$ cat src/rtl/dbg_snapshot_ctrl.sv
// Once-per-frame snapshot of the CPU register file into a double buffer for the
// debug screen; the screen always reads the stable front bank.
module dbg_snapshot_ctrl #(
    parameter int   NREGS     = 32,
    parameter int   AW        = 5,
    parameter int   DW        = 32,
    parameter int   RD_LAT    = 1,
    parameter logic VS_ACTIVE = 1'b0
) (
    input  logic          clk,
    input  logic          reset,
    input  logic          vsync,
    input  logic          freeze,
    output logic          rf_req,
    output logic [AW-1:0] rf_addr,
    input  logic          rf_gnt,
    input  logic [DW-1:0] rf_data,
    input  logic [AW-1:0] scr_addr,
    output logic [DW-1:0] scr_data,
    output logic          busy,
    output logic [7:0]    frame_cnt,
    output logic          overrun
);

    // state | meaning
    // IDLE  | waiting for a vsync start event
    // ISSUE | issuing one read request per register
    // DRAIN | all requests accepted, waiting for outstanding read data
    // SWAP  | one cycle: flip front bank, count the frame
    typedef enum logic [1:0] {S_IDLE, S_ISSUE, S_DRAIN, S_SWAP} state_t;

    localparam int            IW      = (NREGS > 1) ? $clog2(NREGS) : 1;
    localparam logic [AW-1:0] LAST    = AW'(NREGS - 1);
    localparam logic [AW:0]   NREGS_W = (AW+1)'(NREGS);

    state_t          state_q;
    logic            vs_q;
    logic            front_q;
    logic            rf_req_q;
    logic            busy_q;
    logic            overrun_q;
    logic [AW-1:0]   issue_ptr_q;
    logic [7:0]      frame_cnt_q;
    logic [DW-1:0]   bank_q [2][NREGS];

    logic            start_ev;
    logic            accept;
    logic            cap_v;
    logic [AW-1:0]   cap_addr;
    logic            pipe_empty;

    assign start_ev = (vsync == VS_ACTIVE) && (vs_q != VS_ACTIVE);
    assign accept   = rf_req_q && rf_gnt;

    generate
        if (RD_LAT == 0) begin : g_nopipe
            assign cap_v      = accept;
            assign cap_addr   = issue_ptr_q;
            assign pipe_empty = 1'b1;
        end else begin : g_pipe
            logic [RD_LAT-1:0] tv_q;
            logic [AW-1:0]     ta_q [RD_LAT];

            always_ff @(posedge clk or posedge reset) begin
                if (reset) begin
                    tv_q <= '0;
                    for (int i = 0; i < RD_LAT; i++) ta_q[i] <= '0;
                end else begin
                    tv_q[0] <= accept;
                    ta_q[0] <= issue_ptr_q;
                    for (int i = 1; i < RD_LAT; i++) begin
                        tv_q[i] <= tv_q[i-1];
                        ta_q[i] <= ta_q[i-1];
                    end
                end
            end

            assign cap_v      = tv_q[RD_LAT-1];
            assign cap_addr   = ta_q[RD_LAT-1];
            assign pipe_empty = ~|tv_q;
        end
    endgenerate

    // Captures always land in the back bank; SWAP only happens once the pipe is empty.
    always_ff @(posedge clk or posedge reset) begin
        if (reset) begin
            for (int b = 0; b < 2; b++)
                for (int i = 0; i < NREGS; i++)
                    bank_q[b][i] <= '0;
        end else if (cap_v) begin
            bank_q[~front_q][cap_addr[IW-1:0]] <= rf_data;
        end
    end

    always_ff @(posedge clk or posedge reset) begin
        if (reset) begin
            state_q     <= S_IDLE;
            vs_q        <= ~VS_ACTIVE;
            front_q     <= 1'b0;
            rf_req_q    <= 1'b0;
            busy_q      <= 1'b0;
            overrun_q   <= 1'b0;
            issue_ptr_q <= '0;
            frame_cnt_q <= '0;
        end else begin
            vs_q <= vsync;
            if (start_ev && state_q != S_IDLE)
                overrun_q <= 1'b1;
            case (state_q)
                S_IDLE: begin
                    if (start_ev && !freeze) begin
                        state_q     <= S_ISSUE;
                        issue_ptr_q <= '0;
                        rf_req_q    <= 1'b1;
                        busy_q      <= 1'b1;
                    end
                end
                S_ISSUE: begin
                    if (rf_gnt) begin
                        if (issue_ptr_q == LAST) begin
                            state_q     <= S_DRAIN;
                            rf_req_q    <= 1'b0;
                            issue_ptr_q <= '0;
                        end else begin
                            issue_ptr_q <= issue_ptr_q + 1'b1;
                        end
                    end
                end
                S_DRAIN: begin
                    if (pipe_empty)
                        state_q <= S_SWAP;
                end
                S_SWAP: begin
                    front_q     <= ~front_q;
                    frame_cnt_q <= frame_cnt_q + 8'd1;
                    busy_q      <= 1'b0;
                    state_q     <= S_IDLE;
                end
                default: state_q <= S_IDLE;
            endcase
        end
    end

    always_comb begin
        scr_data = '0;
        if ({1'b0, scr_addr} < NREGS_W)
            scr_data = bank_q[front_q][scr_addr[IW-1:0]];
    end

    assign rf_req    = rf_req_q;
    assign rf_addr   = issue_ptr_q;
    assign busy      = busy_q;
    assign frame_cnt = frame_cnt_q;
    assign overrun   = overrun_q;

endmodule
$ cat config.mk
export PLATFORM = sky130hd
export DESIGN_NAME = dbg_snapshot_ctrl
export DESIGN_NICKNAME = d
export VERILOG_FILES = /design/src/rtl/dbg_snapshot_ctrl.sv
export SDC_FILE = /design/constraint.sdc
export NUM_CORES = 2
export LEC_CHECK = 0
export BUFFER_PORTS_ARGS = -buffer_cell sky130_fd_sc_hd__buf_2
export CORE_MARGIN = 1.5
export CORE_UTILIZATION = 45
export DETAILED_ROUTE_END_ITERATION = 7
export PLACE_DENSITY_LB_ADDON = 0.08
export SYNTH_ARGS = -nofsm -noshare
export SYNTH_HDL_FRONTEND = slang
export SYNTH_SLANG_ARGS = --single-unit
$ cat constraint.sdc
create_clock -name clk -period 78.3 [get_ports clk]
set_input_delay 3.915 -clock clk [delete_from_list [all_inputs] [get_ports clk]]
set_output_delay 3.915 -clock clk [all_outputs]
set_load 0.05 [all_outputs]
==> results.json <==
{
  "status": "finished clean",
  "cts_root_buf": "clkbuf_16",
  "total_power_w": 0.00297,
  "synth-seq-cells": 2074,
  "dpl_cell_area_sq_um": 96500,
  "setup_viol": 0,
  "critPathArrivalTime_ns": 8.63,
  "syn-mean-instance-area_sq_um": 15.9,
  "worstSetupStartpoint": "scr_addr[0]",
  "grt_start_max_net_pins": 195,
  "worst_setup_path_start_kind": "input pin",
  "drcViolationCount": 0,
  "cts_hold_buf": 0,
  "relSlewSlack_pct": 14.2,
  "die_w_um": 459,
  "io_buffers": 89,
  "overflow": 0,
  "cp_slowest_cell": "nand2b_1",
  "wl_per_cell_um": 31.2,
  "final_cell_mix": "2072 x dfrtp_1, 1997 x mux2_2, 512 x mux4_2",
  "num_rows": 167,
  "seq_area_frac_synth_pct": 55.4,
  "worstPathMaxFanout": 100,
  "critPathCaptureType": "output pin",
  "synth_nets": 5948,
  "final_common_cell": "dfrtp_1",
  "tightest_slew_ns": 1.29,
  "insertion_delay_ns": 0.88,
  "synthArstFlopShare_pct": 100,
  "crit_type": "in2out",
  "cts_resized": 0,
  "grt_usage_pct": 26.3,
  "post_cts.repair.setup_buffers": 0,
  "reg2reg_depth": 5,
  "r2r-end": "bank_q[1566]",
  "crit_top_cell": "nor2_1",
  "vias": 52500,
  "rr_startpoint": "front_q",
  "die-area_sq_um": 211000,
  "dp_hpwl_mm": 153,
  "hold_path_class": "reg2reg",
  "ir_worst_vdd_mv": 0.0286,
  "path_clk_slew_ns": 0.06,
  "crit_path_max_incr_delay_ns": 1.06,
  "drive_above_1_share_pct": 53.4,
  "power_density_nw_per_um2": 28.6,
  "numCtsBuffers": 223,
  "coreArea_sq_um": 207000,
  "rsz0062_at_grt": "no",
  "fin_crit_sh_pct": 16.0,
  "numClockSinks": 2074,
  "first_pass_iters": 5,
  "antenna_found_initial": 13,
  "ys.flop_type": "dfrtp_1",
  "yosysWarnings": 0,
  "finalClockSkew_ns": 0.0315,
  "maxCapViolCount": 0,
  "cp_cell_sequence": "buf_8 > buf_4 > buf_12 > nand2b_1 > o22ai_1 > nor2_1 > a21oi_1 > nor2_1 > buf_2",
  "initial_core_util_pct": 45.2,
  "cts_tree": "yes",
  "io_pins": 90,
  "r2r_setup_slack_ns": 74.07,
  "netlist_area_sq_um": 93700,
  "drt-total-wl_mm": 273,
  "gp_congestion": 0.772,
  "drt_iter0_drc": 3813,
  "fin_crit_ns": 12.54,
  "nets": 5829,
  "area_delta_synth_final_pct": 10.7,
  "synth_cell_types": 49,
  "fmax_mhz": 79.7,
  "path_buf_inv": 4,
  "p_leak_nw": 45.2,
  "hp-start": "rf_addr[4]",
  "cp_data_required_time_ns": 74.39,
  "grt_pass1_vias": 55600,
  "worst_slack_ns": 65.76,
  "cp_top_family": "simple AND/OR/NAND/NOR gates",
  "preCtsSetupSlack_ns": 65.84,
  "whs_endpoint": "cap_addr[4]",
  "via_per_inst": 6.01,
  "slew_viol_final": 0,
  "setup_tns_ns": 0,
  "hold_viol": 0,
  "antenna_left": 0,
  "clockBufferDepth": 3,
  "h-tree-depth": 4,
  "hold-path-cell-count": 0,
  "grt_pass1_wl_mm": 403,
  "synthCells": 5898,
  "chipHeight_um": 459,
  "design_area_sq_um": 104000,
  "synth-edff-count": 0
}
cells in the mapped netlist (8+ instances only):
| cell | number | area share [%] |
|---|---|---|
| nor2b_1 | 8 | 0.053 |
| mux2_1 | 85 | 1.0 |
| a22oi_1 | 112 | 0.90 |
| a21oi_1 | 56 | 0.30 |
| nand2b_1 | 11 | 0.073 |
| buf_1 | 83 | 0.33 |
| nand2_1 | 116 | 0.46 |
| clkbuf_1 | 249 | 1.0 |
| mux4_2 | 512 | 12 |
| ha_1 | 8 | 0.11 |
| mux2_2 | 1997 | 24 |
| buf_4 | 37 | 0.30 |
| dfrtp_1 | 2073 | 55 |
| nor3_1 | 8 | 0.043 |
| buf_6 | 23 | 0.28 |
| o22ai_1 | 81 | 0.54 |
| mux2i_1 | 63 | 0.67 |
| nor2_1 | 70 | 0.28 |
| o221ai_1 | 23 | 0.22 |
| buf_2 | 205 | 1.1 |
per-stage QoR:
step	utilization [%]	hold slack (ns)	instances
after floorplan	-	0.452	5898
after global placement	46.6	0.436	8342
after detailed placement	46.6	0.432	8342
after CTS	50.1	0.443	8740
after global routing	50.1	0.461	8741
final	50.1	0.441	8743
report_power, final:
| group | total (W) | switching (W) | internal (W) |
|---|---|---|---|
| sequential | 0.00128 | 0.0000725 | 0.00121 |
| combinational | 0.000640 | 0.000318 | 0.000321 |
| clock | 0.00105 | 0.000441 | 0.000612 |
| total | 0.00297 | 0.000831 | 0.00214 |
cell type report:
class	count	area [sq um]
repair buffers	253	1770
flip-flops and latches	2074	51900
inverters	7	33.8
clock buffers	352	6700
multi-input cells	3220	39300
diodes	3	7.51
fillers	17400	103000
well taps	2788	3490
clock inverters	46	554
cell families after synthesis:
logic type      share of synthesized area [%]
simple gates                             1.30
xor+xnor                               0.0748
buf+inv                                  3.03
fa+ha+maj                               0.107
flops                                    55.4
mux                                      38.0
compound gates                           2.07
sequential cells by signal, indices dropped and copies added, names as in the netlist, 2 cells and up:
signal and cells:
bank_q 2048, cap_addr 5, frame_cnt 8, rf_addr 5
state_q 2
layer usage:
metal / track usage [%] / vias to the layer above / part of all wire, %
li1: - / 21800 / -
met1: 38.3 / 29300 / 46
met2: 41.0 / 1078 / 46
met3: 3.95 / 357 / 4.5
met4: 7.61 / 0 / 2.8
met5: 0 / - / 0
how the worst max path moves through the flow:
stage,end,cells after the start
floorplan,bank_q[0],1
global placement,scr_data[16],9
detailed placement,scr_data[16],9
CTS,scr_data[16],9
global route,scr_data[16],9
finish,scr_data[16],9
No activity file was read; power rests on OpenSTA's default activity.
